## src/rtl/serial_adder_if.sv

```systemverilog
// serial_adder_if: operand and result valid/ready channels of serial_adder.
// The sub signal exists only when SERIAL_ADDER_SUB_EN is defined.
interface serial_adder_if #(parameter int WIDTH = 8);
   logic             in_valid;
   logic             in_ready;
   logic [WIDTH-1:0] x;
   logic [WIDTH-1:0] y;
   logic             c_in;
`ifdef SERIAL_ADDER_SUB_EN
   logic             sub;
`endif
   logic             out_valid;
   logic             out_ready;
   logic [WIDTH-1:0] s;
   logic             c_out;
   logic             ovf;
   modport master (
`ifdef SERIAL_ADDER_SUB_EN
      output sub,
`endif
      output in_valid, x, y, c_in, out_ready,
      input  in_ready, out_valid, s, c_out, ovf
   );
   modport slave (
`ifdef SERIAL_ADDER_SUB_EN
      input  sub,
`endif
      input  in_valid, x, y, c_in, out_ready,
      output in_ready, out_valid, s, c_out, ovf
   );
endinterface

```

## src/rtl/serial_adder.sv

```systemverilog
// serial_adder: bit-serial adder, DIGIT bits per clock over a registered carry.
// Define SERIAL_ADDER_SUB_EN to add subtract mode (x + ~y + 1).
module serial_adder #(
   parameter int WIDTH = 8,
   parameter int DIGIT = 1
) (
   input logic           clk,
   input logic           rst_n,
   serial_adder_if.slave bus
);
   localparam int N  = WIDTH / DIGIT;
   localparam int CW = (N > 1) ? $clog2(N) : 1;
   generate
      if (WIDTH < 2 || DIGIT < 1 || DIGIT > WIDTH || (WIDTH % DIGIT) != 0) begin : g_bad_params
         $error("serial_adder: illegal WIDTH/DIGIT combination");
      end
   endgenerate
   typedef enum logic [1:0] {IDLE, RUN, DONE} state_t;
   state_t             state_q;
   logic [WIDTH-1:0]   x_q, y_q, sum_q;
   logic [CW-1:0]      cnt_q;
   logic               carry_q, ovf_q;
   logic [WIDTH-1:0]   y_in;
   logic               c_in0;
   logic [DIGIT-1:0]   dsum;
   logic               cc, c_top, c_nx;
   logic [WIDTH+DIGIT-1:0] sum_cat;
`ifdef SERIAL_ADDER_SUB_EN
   assign y_in  = bus.sub ? ~bus.y : bus.y;
   assign c_in0 = bus.sub | bus.c_in;
`else
   assign y_in  = bus.y;
   assign c_in0 = bus.c_in;
`endif
   // c_top keeps the carry into the top bit of the digit for the overflow flag
   always_comb begin
      cc    = carry_q;
      c_top = carry_q;
      dsum  = '0;
      for (int i = 0; i < DIGIT; i++) begin
         c_top   = cc;
         dsum[i] = x_q[i] ^ y_q[i] ^ cc;
         cc      = (x_q[i] & y_q[i]) | (cc & (x_q[i] ^ y_q[i]));
      end
      c_nx = cc;
   end
   assign sum_cat = {dsum, sum_q};
   always_ff @(posedge clk or negedge rst_n) begin
      if (!rst_n) begin
         state_q <= IDLE;
         x_q     <= '0;
         y_q     <= '0;
         sum_q   <= '0;
         cnt_q   <= '0;
         carry_q <= 1'b0;
         ovf_q   <= 1'b0;
      end else begin
         case (state_q)
            IDLE: if (bus.in_valid) begin
               x_q     <= bus.x;
               y_q     <= y_in;
               carry_q <= c_in0;
               cnt_q   <= '0;
               state_q <= RUN;
            end
            RUN: begin
               x_q     <= x_q >> DIGIT;
               y_q     <= y_q >> DIGIT;
               sum_q   <= sum_cat[WIDTH+DIGIT-1:DIGIT];
               carry_q <= c_nx;
               cnt_q   <= cnt_q + 1'b1;
               if (cnt_q == CW'(N - 1)) begin
                  ovf_q   <= c_top ^ c_nx;
                  state_q <= DONE;
               end
            end
            DONE: if (bus.out_ready) state_q <= IDLE;
            default: state_q <= IDLE;
         endcase
      end
   end
   assign bus.in_ready  = (state_q == IDLE);
   assign bus.out_valid = (state_q == DONE);
   assign bus.s         = sum_q;
   assign bus.c_out     = carry_q;
   assign bus.ovf       = ovf_q;
endmodule

```

## src/flat_wrapper.sv

```systemverilog
// flat-port wrapper written by rule: the top's interface ports become plain ports
module serial_adder_flat 
#(
   parameter int WIDTH = 8,
   parameter int DIGIT = 1
)
  (clk, rst_n, bus_in_valid, bus_x, bus_y, bus_c_in, bus_out_ready, bus_in_ready, bus_out_valid, bus_s, bus_c_out, bus_ovf);
  serial_adder_if #(.WIDTH(WIDTH)) bus_i ();
  input logic clk;
  input logic rst_n;
  input wire logic [$bits(bus_i.in_valid)-1:0] bus_in_valid;
  input wire logic [$bits(bus_i.x)-1:0] bus_x;
  input wire logic [$bits(bus_i.y)-1:0] bus_y;
  input wire logic [$bits(bus_i.c_in)-1:0] bus_c_in;
  input wire logic [$bits(bus_i.out_ready)-1:0] bus_out_ready;
  output wire logic [$bits(bus_i.in_ready)-1:0] bus_in_ready;
  output wire logic [$bits(bus_i.out_valid)-1:0] bus_out_valid;
  output wire logic [$bits(bus_i.s)-1:0] bus_s;
  output wire logic [$bits(bus_i.c_out)-1:0] bus_c_out;
  output wire logic [$bits(bus_i.ovf)-1:0] bus_ovf;
  assign bus_i.in_valid = bus_in_valid;
  assign bus_i.x = bus_x;
  assign bus_i.y = bus_y;
  assign bus_i.c_in = bus_c_in;
  assign bus_i.out_ready = bus_out_ready;
  assign bus_in_ready = bus_i.in_ready;
  assign bus_out_valid = bus_i.out_valid;
  assign bus_s = bus_i.s;
  assign bus_c_out = bus_i.c_out;
  assign bus_ovf = bus_i.ovf;
  serial_adder #(.WIDTH(WIDTH), .DIGIT(DIGIT)) u_core (.clk(clk), .rst_n(rst_n), .bus(bus_i));
endmodule
```

## config.mk

```make
export PLATFORM = sky130hd
export DESIGN_NAME = serial_adder_flat
export DESIGN_NICKNAME = d
export VERILOG_FILES = /design/src/rtl/serial_adder_if.sv /design/src/rtl/serial_adder.sv /design/src/flat_wrapper.sv
export SDC_FILE = /design/constraint.sdc
export NUM_CORES = 1
export LEC_CHECK = 0
export ABC_AREA = 1
export BUFFER_PORTS_ARGS = -buffer_cell sky130_fd_sc_hd__clkbuf_2
export CORE_MARGIN = 3
export CORE_UTILIZATION = 49
export DETAILED_ROUTE_END_ITERATION = 12
export HOLD_SLACK_MARGIN = 0.08
export PLACE_DENSITY = 0.73
export SYNTH_ARGS = -nofsm -noshare
export SYNTH_HDL_FRONTEND = slang
export SYNTH_SLANG_ARGS = --single-unit
```

## constraint.sdc

```tcl
create_clock -name clk -period 1.5 [get_ports clk]
set_input_delay 0.225 -clock clk [delete_from_list [all_inputs] [get_ports clk]]
set_output_delay 0.225 -clock clk [all_outputs]
set_load 0.005 [all_outputs]
```

==> impl_metrics.env <==
export IMPL_status="finished clean"
export IMPL_worst_endpoint_required_ps=1270
export IMPL_dieArea_sq_um=3890
export IMPL_drtAntennaViolNets=0
export IMPL_drt_iter0_markers=86
export IMPL_wl_per_cell_um=12.1
export IMPL_critical_path_cell_chain="buf_4, nor2_2, clkbuf_2"
export IMPL_wirelength_um=3330
export IMPL_syn_avg_cell_area_sq_um=8.19
export IMPL_area_delta_synth_final_pct=20.5
export IMPL_die_h_um=62.4
export IMPL_ys_types=21
export IMPL_hp_class="in -> reg"
export IMPL_grt_antenna_before_repair=0
export IMPL_yosysMostFrequentCell="nand2_1"
export IMPL_dp_slack_ps=178
export IMPL_maxSlewViolCount=0
export IMPL_synth_largest_area_cell="dfrtp_1"
export IMPL_layout_drive_gt1_share_pct=25.3
export IMPL_num_rows=19
export IMPL_period_needed_ps=1440
export IMPL_coreArea_sq_um=2900
export IMPL_fmax_mhz=696
export IMPL_synth_cells=190
export IMPL_vdd_drop_max_v=0.00113
export IMPL_drc=0
export IMPL_async_flop_share_pct=100
export IMPL_multiInputGateArea_sq_um=592
export IMPL_rsz0062_at_grt="true"
export IMPL_cp_slowest_stage_delay_ps=450
export IMPL_cp_top_family="flip-flops"
export IMPL_grt_pass1_wl_um=6040
export IMPL_fp_dieW_um=62.4
export IMPL_synthFlopType="dfrtp_1"
export IMPL_post_route_period_util_pct=95.7
export IMPL_grt_max_degree=32
export IMPL_p_per_area_nw_per_um2=1970
export IMPL_initial_core_util_pct=53.7
export IMPL_ys_seq_area_share_pct=49.8
export IMPL_startpoint="u_core.state_q[1]"
export IMPL_num_vias=1346
export IMPL_synth_net_count=214
export IMPL_cts_htree_levels=2
export IMPL_diodes=0
export IMPL_hpwl_um=2310
export IMPL_n_fill_cell=271
export IMPL_first_global_vias=1384
export IMPL_seqCellArea_sq_um=778
export IMPL_fin_ws_ps=63.9
export IMPL_cp_depth=3
export IMPL_ff2ff_path_depth=6
export IMPL_firstDrtPassIters=4
export IMPL_grt_util_all_layers_pct=19.8
export IMPL_reg2reg_from="u_core.state_q[1]"
export IMPL_slew_limit_headroom_pct=73.7
export IMPL_io_pins=33
export IMPL_crit_buf_inv=2
export IMPL_grt_overflow_total=0
export IMPL_leakagePower_nw=1.05
export IMPL_place_congestion=0.771
export IMPL_synth_edf_count=0
export IMPL_cts_buffers=5
export IMPL_critical_path_class="reg -> out"
export IMPL_hold_viol_final=0
export IMPL_min_path_cells=3
export IMPL_synth_area_leaders="dfrtp_1 50%, nand3_1 14%, nand2_1 12%, inv_1 6.3%, o21ai_0 2.3%"
export IMPL_synth_common_cells="49 x nand2_1, 45 x nand3_1, 31 x dfrtp_1"
export IMPL_synth_area_sq_um=1560
export IMPL_worstHoldStart="bus_x[7]"
export IMPL_fin_skew_ps=3.67
export IMPL_synth_warnings=0
export IMPL_synth_seq_cells=31
export IMPL_start_kind="flop"
export IMPL_maxCapViolCount=0
export IMPL_io_buffers=32
export IMPL_finalNetCount=256
export IMPL_slowest_stage="dfrtp_2"
export IMPL_hold_ws_ps=109
export IMPL_clk_pin_slew_ps=90
export IMPL_cts_buffer_depth=2
export IMPL_cp_max_fo=2
export IMPL_vias_per_cell=4.89
export IMPL_worst_pin_slew_ps=394
export IMPL_finalSetupTns_ps=0
export IMPL_synth_top_area_share_pct=49.8
export IMPL_setup_viol=0
export IMPL_clkSinkCount=31
export IMPL_cts_root_buffer="clkbuf_4"
export IMPL_fin_util_pct=64.7
export IMPL_cts_tree="done"
export IMPL_critPathArrivalTime_ps=1210
export IMPL_dpl_cell_area_sq_um=1740
export IMPL_endpoint_kind="output port"
export IMPL_insertion_delay_ps=330
export IMPL_final_cell_area_sq_um=1880
==> metal layers <==
metal  part of all wire, %  vias up  wire length (um)  global-route usage [%]
met1                    47      626              1580                    24.9
met4                   1.4        0                48                    7.71
met2                    45       31              1510                    31.3
met5                     0        -                 0                       0
li1                      -      685                 -                       -
met3                   5.7        4               189                    6.85
==> tightest hold or removal path: stages <==
cell,delay [ps]
clkbuf_2,80
nand2_1,40
o21ai_0,60
==> cell type report <==
type | instances | area share [%]
Sequential cell | 31 | 41.5
Inverter | 28 | 5.74
Clock buffer | 8 | 3.67
Tap cell | 42 | 2.80
Timing Repair Buffer | 46 | 14.7
Multi-Input combinational cell | 120 | 31.6
==> path summary, 6_finish.rpt <==
| path | slack (ps) | end |
|---|---|---|
| worst max-delay path | 60 | bus_in_ready |
| worst min-delay path | 110 | u_core.x_q[7] |
| worst max register to register | 130 | u_core.bus.ovf |
| worst min register to register | 490 | u_core.cnt_q[0] |
| max in group asynchronous | 760 | u_core.state_q[0] |
| min in group asynchronous | 430 | u_core.bus.s[1] |
==> placed cells by master (no fill, tap or decap), types with 2 or more instances in the layout <==
master          n
buf_4          10
clkbuf_2       32
clkbuf_4        5
clkbuf_8        2
dfrtp_1        29
dfrtp_2         2
dlygate4sd3_1   3
ha_1            2
inv_1          26
nand2_1        49
nand2_2         2
nand3_1        45
nand4_1         3
nor2_1          4
o21ai_0         7
==> power by group <==
group	leakage (nW)	switching, mW	internal [mW]
registers	0.382	0.247	1.22
logic	0.630	0.980	0.691
clock network	0.0386	0.285	0.276
==> logic make-up (layout without fill, tap and decap cells) <==
| family | after synthesis | after routing | share of synthesized area, % |
|---|---|---|---|
| adders and majority gates | 3 | 3 | 2.89 |
| AOI/OAI and AO/OA | 10 | 10 | 3.46 |
| and+or+nand+nor | 106 | 106 | 30.9 |
| DFF | 31 | 31 | 49.8 |
| buffers and inverters | 39 | 82 | 12.3 |
| xor gates and xnor gates | 1 | 1 | 0.563 |
==> per-stage QoR <==
| stage | total power [mW] | instances |
|---|---|---|
| floorplan | 2.69 | 190 |
| global placement | 3.02 | 260 |
| detailed placement | 3.09 | 260 |
| CTS | 3.74 | 275 |
| global route | 4.09 | 275 |
| finish | 3.70 | 275 |
==> flip-flops by register name, summed over array words and instances, names as in the netlist <==
name and flops:
u_core.bus.s 8, u_core.x_q 8, u_core.y_q 8, u_core.cnt_q 3
u_core.state_q 2, u_core.bus.c_out 1, u_core.bus.ovf 1
==> what timing repair did <==
item | CTS | global route
endpoints found under the hold margin | 33 | 0
pin swaps | 0 | 0
resized for setup | 2 | 2
hold buffers | 3 | 0
setup endpoints to repair | 1 | 2
buffers inserted | 4 | 0
Power figures use the tool's default switching activity.
